## src/rtl/memarb.sv

```systemverilog
// Two-requester arbiter sharing one memory port between instruction fetch and load/store.
// Each request is latched, driven through a req/ack handshake and answered with a one-cycle valid pulse.
module memarb #(
    parameter int N  = 64,
    parameter int TO = 31
) (
    input  logic         clk,
    input  logic         reset,
    input  logic         ireq,
    input  logic [31:0]  iadr,
    output logic [31:0]  instr,
    output logic         ival,
    output logic         istall,
    input  logic         dreq,
    input  logic [1:0]   dwrite,
    input  logic [N-1:0] dadr,
    input  logic [N-1:0] dwdata,
    output logic [N-1:0] drdata,
    output logic         dval,
    output logic         dstall,
    output logic         m_req,
    output logic [1:0]   m_write,
    output logic [N-1:0] m_adr,
    output logic [N-1:0] m_wdata,
    input  logic [N-1:0] m_rdata,
    input  logic         m_ack,
    output logic         err
);

    typedef enum logic [1:0] {
        IDLE  = 2'd0,
        GNT_I = 2'd1,
        GNT_D = 2'd2,
        RESP  = 2'd3
    } state_t;

    state_t         state_q;
    logic           last_d_q;      // 1 when the most recent grant went to the data side
    logic [7:0]     cnt_q;
    logic           m_req_q;
    logic [1:0]     m_write_q;
    logic [N-1:0]   m_adr_q;
    logic [N-1:0]   m_wdata_q;
    logic [31:0]    instr_q;
    logic [N-1:0]   drdata_q;
    logic           ival_q;
    logic           dval_q;
    logic           err_q;

    logic [31:0]    word_d;
    logic           pick_d_d;
    logic           timeout_d;

    always_comb begin
        // Big-endian word order within the returned doubleword
        word_d    = m_adr_q[2] ? m_rdata[31:0] : m_rdata[63:32];
        pick_d_d  = dreq & (~ireq | ~last_d_q);
        timeout_d = (cnt_q == 8'(TO - 1));
    end

    always_ff @(posedge clk or posedge reset) begin
        if (reset) begin
            state_q   <= IDLE;
            last_d_q  <= 1'b0;
            cnt_q     <= '0;
            m_req_q   <= 1'b0;
            m_write_q <= '0;
            m_adr_q   <= '0;
            m_wdata_q <= '0;
            instr_q   <= '0;
            drdata_q  <= '0;
            ival_q    <= 1'b0;
            dval_q    <= 1'b0;
            err_q     <= 1'b0;
        end else begin
            ival_q <= 1'b0;
            dval_q <= 1'b0;
            case (state_q)
                IDLE: begin
                    if (ireq | dreq) begin
                        m_req_q  <= 1'b1;
                        cnt_q    <= '0;
                        last_d_q <= pick_d_d;
                        if (pick_d_d) begin
                            state_q   <= GNT_D;
                            m_write_q <= dwrite;
                            m_adr_q   <= dadr;
                            m_wdata_q <= dwdata;
                        end else begin
                            state_q   <= GNT_I;
                            m_write_q <= 2'd0;
                            m_adr_q   <= {{(N-32){1'b0}}, iadr};
                            m_wdata_q <= '0;
                        end
                    end
                end
                GNT_I, GNT_D: begin
                    if (m_ack) begin
                        m_req_q <= 1'b0;
                        state_q <= RESP;
                        if (state_q == GNT_I) begin
                            instr_q <= word_d;
                            ival_q  <= 1'b1;
                        end else begin
                            drdata_q <= (m_write_q == 2'd0) ? {{(N-32){1'b0}}, word_d} : '0;
                            dval_q   <= 1'b1;
                        end
                    end else if (timeout_d) begin
                        // Memory never answered: complete with a zero result and flag it
                        m_req_q <= 1'b0;
                        state_q <= RESP;
                        err_q   <= 1'b1;
                        if (state_q == GNT_I) begin
                            instr_q <= '0;
                            ival_q  <= 1'b1;
                        end else begin
                            drdata_q <= '0;
                            dval_q   <= 1'b1;
                        end
                    end else begin
                        cnt_q <= cnt_q + 8'd1;
                    end
                end
                RESP: begin
                    state_q <= IDLE;
                end
                default: begin
                    state_q <= IDLE;
                end
            endcase
        end
    end

    assign instr   = instr_q;
    assign ival    = ival_q;
    assign drdata  = drdata_q;
    assign dval    = dval_q;
    assign m_req   = m_req_q;
    assign m_write = m_write_q;
    assign m_adr   = m_adr_q;
    assign m_wdata = m_wdata_q;
    assign err     = err_q;
    assign istall  = ireq & ~ival_q;
    assign dstall  = dreq & ~dval_q;

endmodule

```

## config.mk

```make
export PLATFORM = sky130hd
export DESIGN_NAME = memarb
export DESIGN_NICKNAME = d
export VERILOG_FILES = /design/src/rtl/memarb.sv
export SDC_FILE = /design/constraint.sdc
export NUM_CORES = 1
export LEC_CHECK = 0
export ABC_CLOCK_PERIOD_IN_PS = 9070
export CORE_AREA = 2 2 179 181
export CTS_BUF_LIST = sky130_fd_sc_hd__clkbuf_8 sky130_fd_sc_hd__clkbuf_16
export CTS_CLUSTER_DIAMETER = 200
export DETAILED_ROUTE_END_ITERATION = 12
export DIE_AREA = 0 0 181 183
export HOLD_SLACK_MARGIN = 0.12
export PLACE_DENSITY = 0.63
export SLEW_MARGIN = 15
export SYNTH_ARGS = -nofsm -noshare
export SYNTH_HDL_FRONTEND = slang
export SYNTH_SLANG_ARGS = --single-unit
```

## constraint.sdc

```tcl
create_clock -name clk -period 9.07 [get_ports clk]
set_input_delay 2.2675 -clock clk [delete_from_list [all_inputs] [get_ports clk]]
set_output_delay 2.2675 -clock clk [all_outputs]
set_load 0.02 [all_outputs]
```

### Word level (Yosys, flattened, before mapping)

Cells that the tools add are included.
Widths: inputs -> output; s select.

* bits in registers: 241
* bits of input ports: 231

* add/sub/neg operators: 1
* eq/ne operators: 8
* mux-type cells: 34
* bitwise operators: 11
* reductions and logical operators: 12

Operator list (count)
* $mux 64: 6
* $mux 32: 6
* $mux 8: 3
* $pmux 8 s2: 1
* $reduce_and 3->1: 4
* $mux 1: 11
* $mux 2: 5
* $add 8x1->8 const B: 1
* $eq 8x5->1 const B: 1
* $ne 2x2->1 const B: 3
* $not 1->1: 6
* $pmux 2 s3: 1
* $eq 2x2->1 const B: 2
* $logic_not 2->1: 2
* $reduce_and 2->1: 2
* $reduce_and 4->1: 1
* $reduce_bool 2->1: 2
* $and 1x1->1: 3
* $ne 3x3->1 const B: 1
* $eq 2x1->1 const B: 1
* $or 1x1->1: 2
* $pmux 1 s2: 1
* $reduce_or 2->1: 1

### Longest topological paths before layout

* depth after elaboration: 6
* mapped depth: 8

### Least setup slack after synthesis

Ideal clock, no wire load.

* path kind: input port to output port
* start: input port dreq
* end: output port dstall
* arrival: 2595 ps
* slack: 4208 ps
* stages on the path: 1
* path buffers: 0
* cells stage by stage: nor2b_1

* cells in the longest elaborated chain, start to end: 1

Ends and longest elaborated chain
* from (decl): RTL line 14 `input logic dreq,`
* $and 1x1->1: RTL line 144 `assign dstall = dreq & ~dval_q;`
* to (decl): RTL line 20 `output logic dstall,`

Every way passes these cells.

### Worst setup path after layout

* start: input port ireq
* end: output port istall

* cells in the longest elaborated chain, start to end: 1

Ends and longest elaborated chain
* from (decl): RTL line 9 `input logic ireq,`
* $and 1x1->1: RTL line 143 `assign istall = ireq & ~ival_q;`
* to (decl): RTL line 13 `output logic istall,`

Every way passes these cells.

==> results_dict.tcl <==
set metrics [dict create \
    grt_overflow 0 \
    diodes 0 \
    setup_slack_ns 3.03 \
    finalHoldViolations 0 \
    port_buffers 430 \
    static-leakage-power_nw 6.22 \
    cts.root.buffer_cell "clkbuf_16" \
    final_area_mm2 0.0145 \
    io_pins 463 \
    hold_path_class "reg2reg" \
    postCtsSetupRepairBufs 0 \
    reg2reg_depth 8 \
    intPower_w 0.00317 \
    synth_compound_area_share_pct 16.3 \
    grt_pass1_vias 7962 \
    core_mm2 0.0312 \
    synth_mux_area_share_pct 8.48 \
    path_class "in2out" \
    synth_edf_count 0 \
    synthTopCellsByArea "dfrtp_1, a22o_1, o21ai_0" \
    synth_top_family_by_area "compound AO/OA/AOI/OAI gates" \
    crit_arrival_ns 3.77 \
    syn_area_mm2 0.00916 \
    drc 0 \
    row_count 65 \
    rsz0062_at_grt "no" \
    ctsLongestPathBuffers 3 \
    die_width_um 181 \
    synth_top_area_cell "dfrtp_1" \
    cts_hold_buffers 0 \
    routed-via-count 7708 \
    syn2layout_area_growth_pct 57.9 \
    cts-resized-gates 0 \
    synth-simple-area-share_pct 8.77 \
    fin_crit_ns 6.04 \
    end_kind "primary output" \
    finClkSkew_ns 0.00911 \
    track_usage_pct 18.0 \
    worstSkewPairLatency_ns 0.52 \
    seqPwrFrac_pct 30.6 \
    post_dp_cell_area_mm2 0.0136 \
    fillers 2943 \
    synthTopCellsByCount "dfrtp_1, a22o_1, o21ai_0, inv_1, nand2_1" \
    start_kind "input port" \
    die_area_mm2 0.0331 \
    start_util_pct 29.3 \
    worstPathRequired_ns 6.80 \
    ys_ff_latch 209 \
    vias_per_cell 4.78 \
    slew_headroom_pct 30.7 \
    cts_sinks 209 \
    p_total_w 0.00524 \
    slew_viol_final 0 \
    dieHeight_um 183 \
    combPwrFrac_pct 50.0 \
    numCtsBuffers 25 \
    grt_pass1_wl_um 46800 \
    nets 1430 \
    period_share_pct 66.6 \
    drive_above_1_share_pct 7.84 \
    setup_violations 0 \
    peakVddDrop_uv 193 \
    antenna_found_initial 2 \
    synth.distinct_cells 44 \
    synthCells 795 \
    ys.flop_type "dfrtp_1" \
    drt_first_pass_iters 4 \
    timing.rr.end "drdata[2]" \
    r2r_start "state_q[0]" \
    synthAdderAreaFrac_pct 0.546 \
    routabilityCongestion 0.770 \
    clock.fmax_ghz 0.165 \
    worstHoldStart "m_adr[14]" \
    ant_nets 0 \
    wl_per_cell_um 19.3 \
    reg2reg_slack_ns 5.77 \
    powerDensity_mw_per_mm2 362 \
    synth_xor_xnor_area_share_pct 0 \
    yosysTopAreaCellShare_pct 57.1 \
    clkPwrFrac_pct 19.4 \
    drv_cap 0 \
    post-place-ws_ns 3.02 \
    grt_max_degree 129 \
    place_hpwl_um 22500 \
    htreeDepth 1 \
    power_switching_w 0.00207 \
    tns_ns 0 \
    wl_um 31100 \
    p_sw_share_pct 39.6 \
    synth_area_per_cell_um2 11.5 \
    ys_seq_area_share_pct 57.1 \
    holdPathStages 2 \
    cts_tree "built" \
    drt-initial-drc-count 502 \
    worstHoldEndpoint "m_adr[14]" \
    synthArstFlopShare_pct 100 \
    yosysMostFrequentCell "dfrtp_1" \
    path_max_fanout 5 \
    cts.clk_slew.worst_paths_ns 0.06 \
    worst_slew_pin_slew_ns 1.04 \
    ys_warn_count 0 \
    outcome "complete, no violations" \
]
[cells by family after synthesis]
group | count (synthesis)
simple gates | 133
other cells | 1
flops | 209
fa+ha+maj | 4
compound gates | 214
mux | 73
buf+inv | 161
[critical path: stages]
cell             delay, ns
clkdlybuf4s50_1       0.70
nor2b_1               0.19
clkdlybuf4s50_1       0.61
[per-stage QoR]
stage | utilization [%] | hold slack [ns] | cells
floorplan | - | 0.444 | 826
global placement | 43.6 | 0.460 | 1570
detailed placement | 43.6 | 0.469 | 1570
CTS | 46.3 | 0.482 | 1613
global route | 46.3 | 0.502 | 1613
finish | 46.3 | 0.476 | 1613
[area by class of cell]
| class | instances | area (um^2) | share of cell area, % |
|---|---|---|---|
| clock inverter | 14 | 150 | 1.04 |
| tap | 402 | 503 | 3.48 |
| multi-input combinational | 456 | 3270 | 22.6 |
| clock buffer | 29 | 681 | 4.71 |
| inverter | 62 | 240 | 1.66 |
| timing repair buffer | 441 | 4390 | 30.3 |
| sequential | 209 | 5230 | 36.2 |
[worst max path at each step]
| stage | start | to | slack (ns) | cells past startpoint |
|---|---|---|---|---|
| finish | ireq | istall | 3.03 | 3 |
| global placement | ireq | istall | 3.03 | 3 |
| floorplan | reset | cnt_q[0] | 1.09 | 1 |
| global route | ireq | istall | 2.94 | 3 |
| detailed placement | ireq | istall | 3.02 | 3 |
| CTS | ireq | istall | 3.02 | 3 |
[registers in the layout (all words and copies together), names as in the netlist]
name,flops
drdata,32
dval,1
m_write,2
instr,32
ival,1
cnt_q,8
last_d_q,1
err,1
m_adr,64
m_req,1
m_wdata,64
state_q,2
[power groups by stage]
stage / Sequential [W] / Clock (W) / Combinational, W
final: 0.00160 / 0.00102 / 0.00262
after global routing: 0.00166 / 0.00108 / 0.00279
after CTS: 0.00161 / 0.00105 / 0.00265
after detailed placement: 0.00160 / 0 / 0.00264
after global placement: 0.00160 / 0 / 0.00262
after floorplan: 0.00208 / 0 / 0.000934
[per-layer routing]
| layer | GRT usage, % | part of all wire, % | vias up |
|---|---|---|---|
| met1 | 20.7 | 37 | 3702 |
| met3 | 6.33 | 11 | 54 |
| li1 | - | - | 3576 |
| met4 | 5.98 | 3.0 | 4 |
| met5 | 0 | 0.068 | - |
| met2 | 31.3 | 49 | 372 |
[cells in the final DEF (no fill, tap or decap), types with 4 or more instances in the layout]
| cell | count |
|---|---|
| a22o_1 | 99 |
| buf_4 | 11 |
| clkbuf_16 | 25 |
| clkbuf_8 | 4 |
| clkdlybuf4s50_1 | 430 |
| clkinv_2 | 5 |
| conb_1 | 32 |
| dfrtp_1 | 209 |
| ha_1 | 4 |
| inv_1 | 64 |
| mux2_2 | 36 |
| mux2i_1 | 36 |
| nand2_1 | 40 |
| nand3b_1 | 4 |
| nand4_1 | 28 |
| nand4b_1 | 28 |
| nor2_1 | 8 |
| nor2b_1 | 7 |
| o21ai_0 | 96 |
Power figures use the tool's default switching activity.
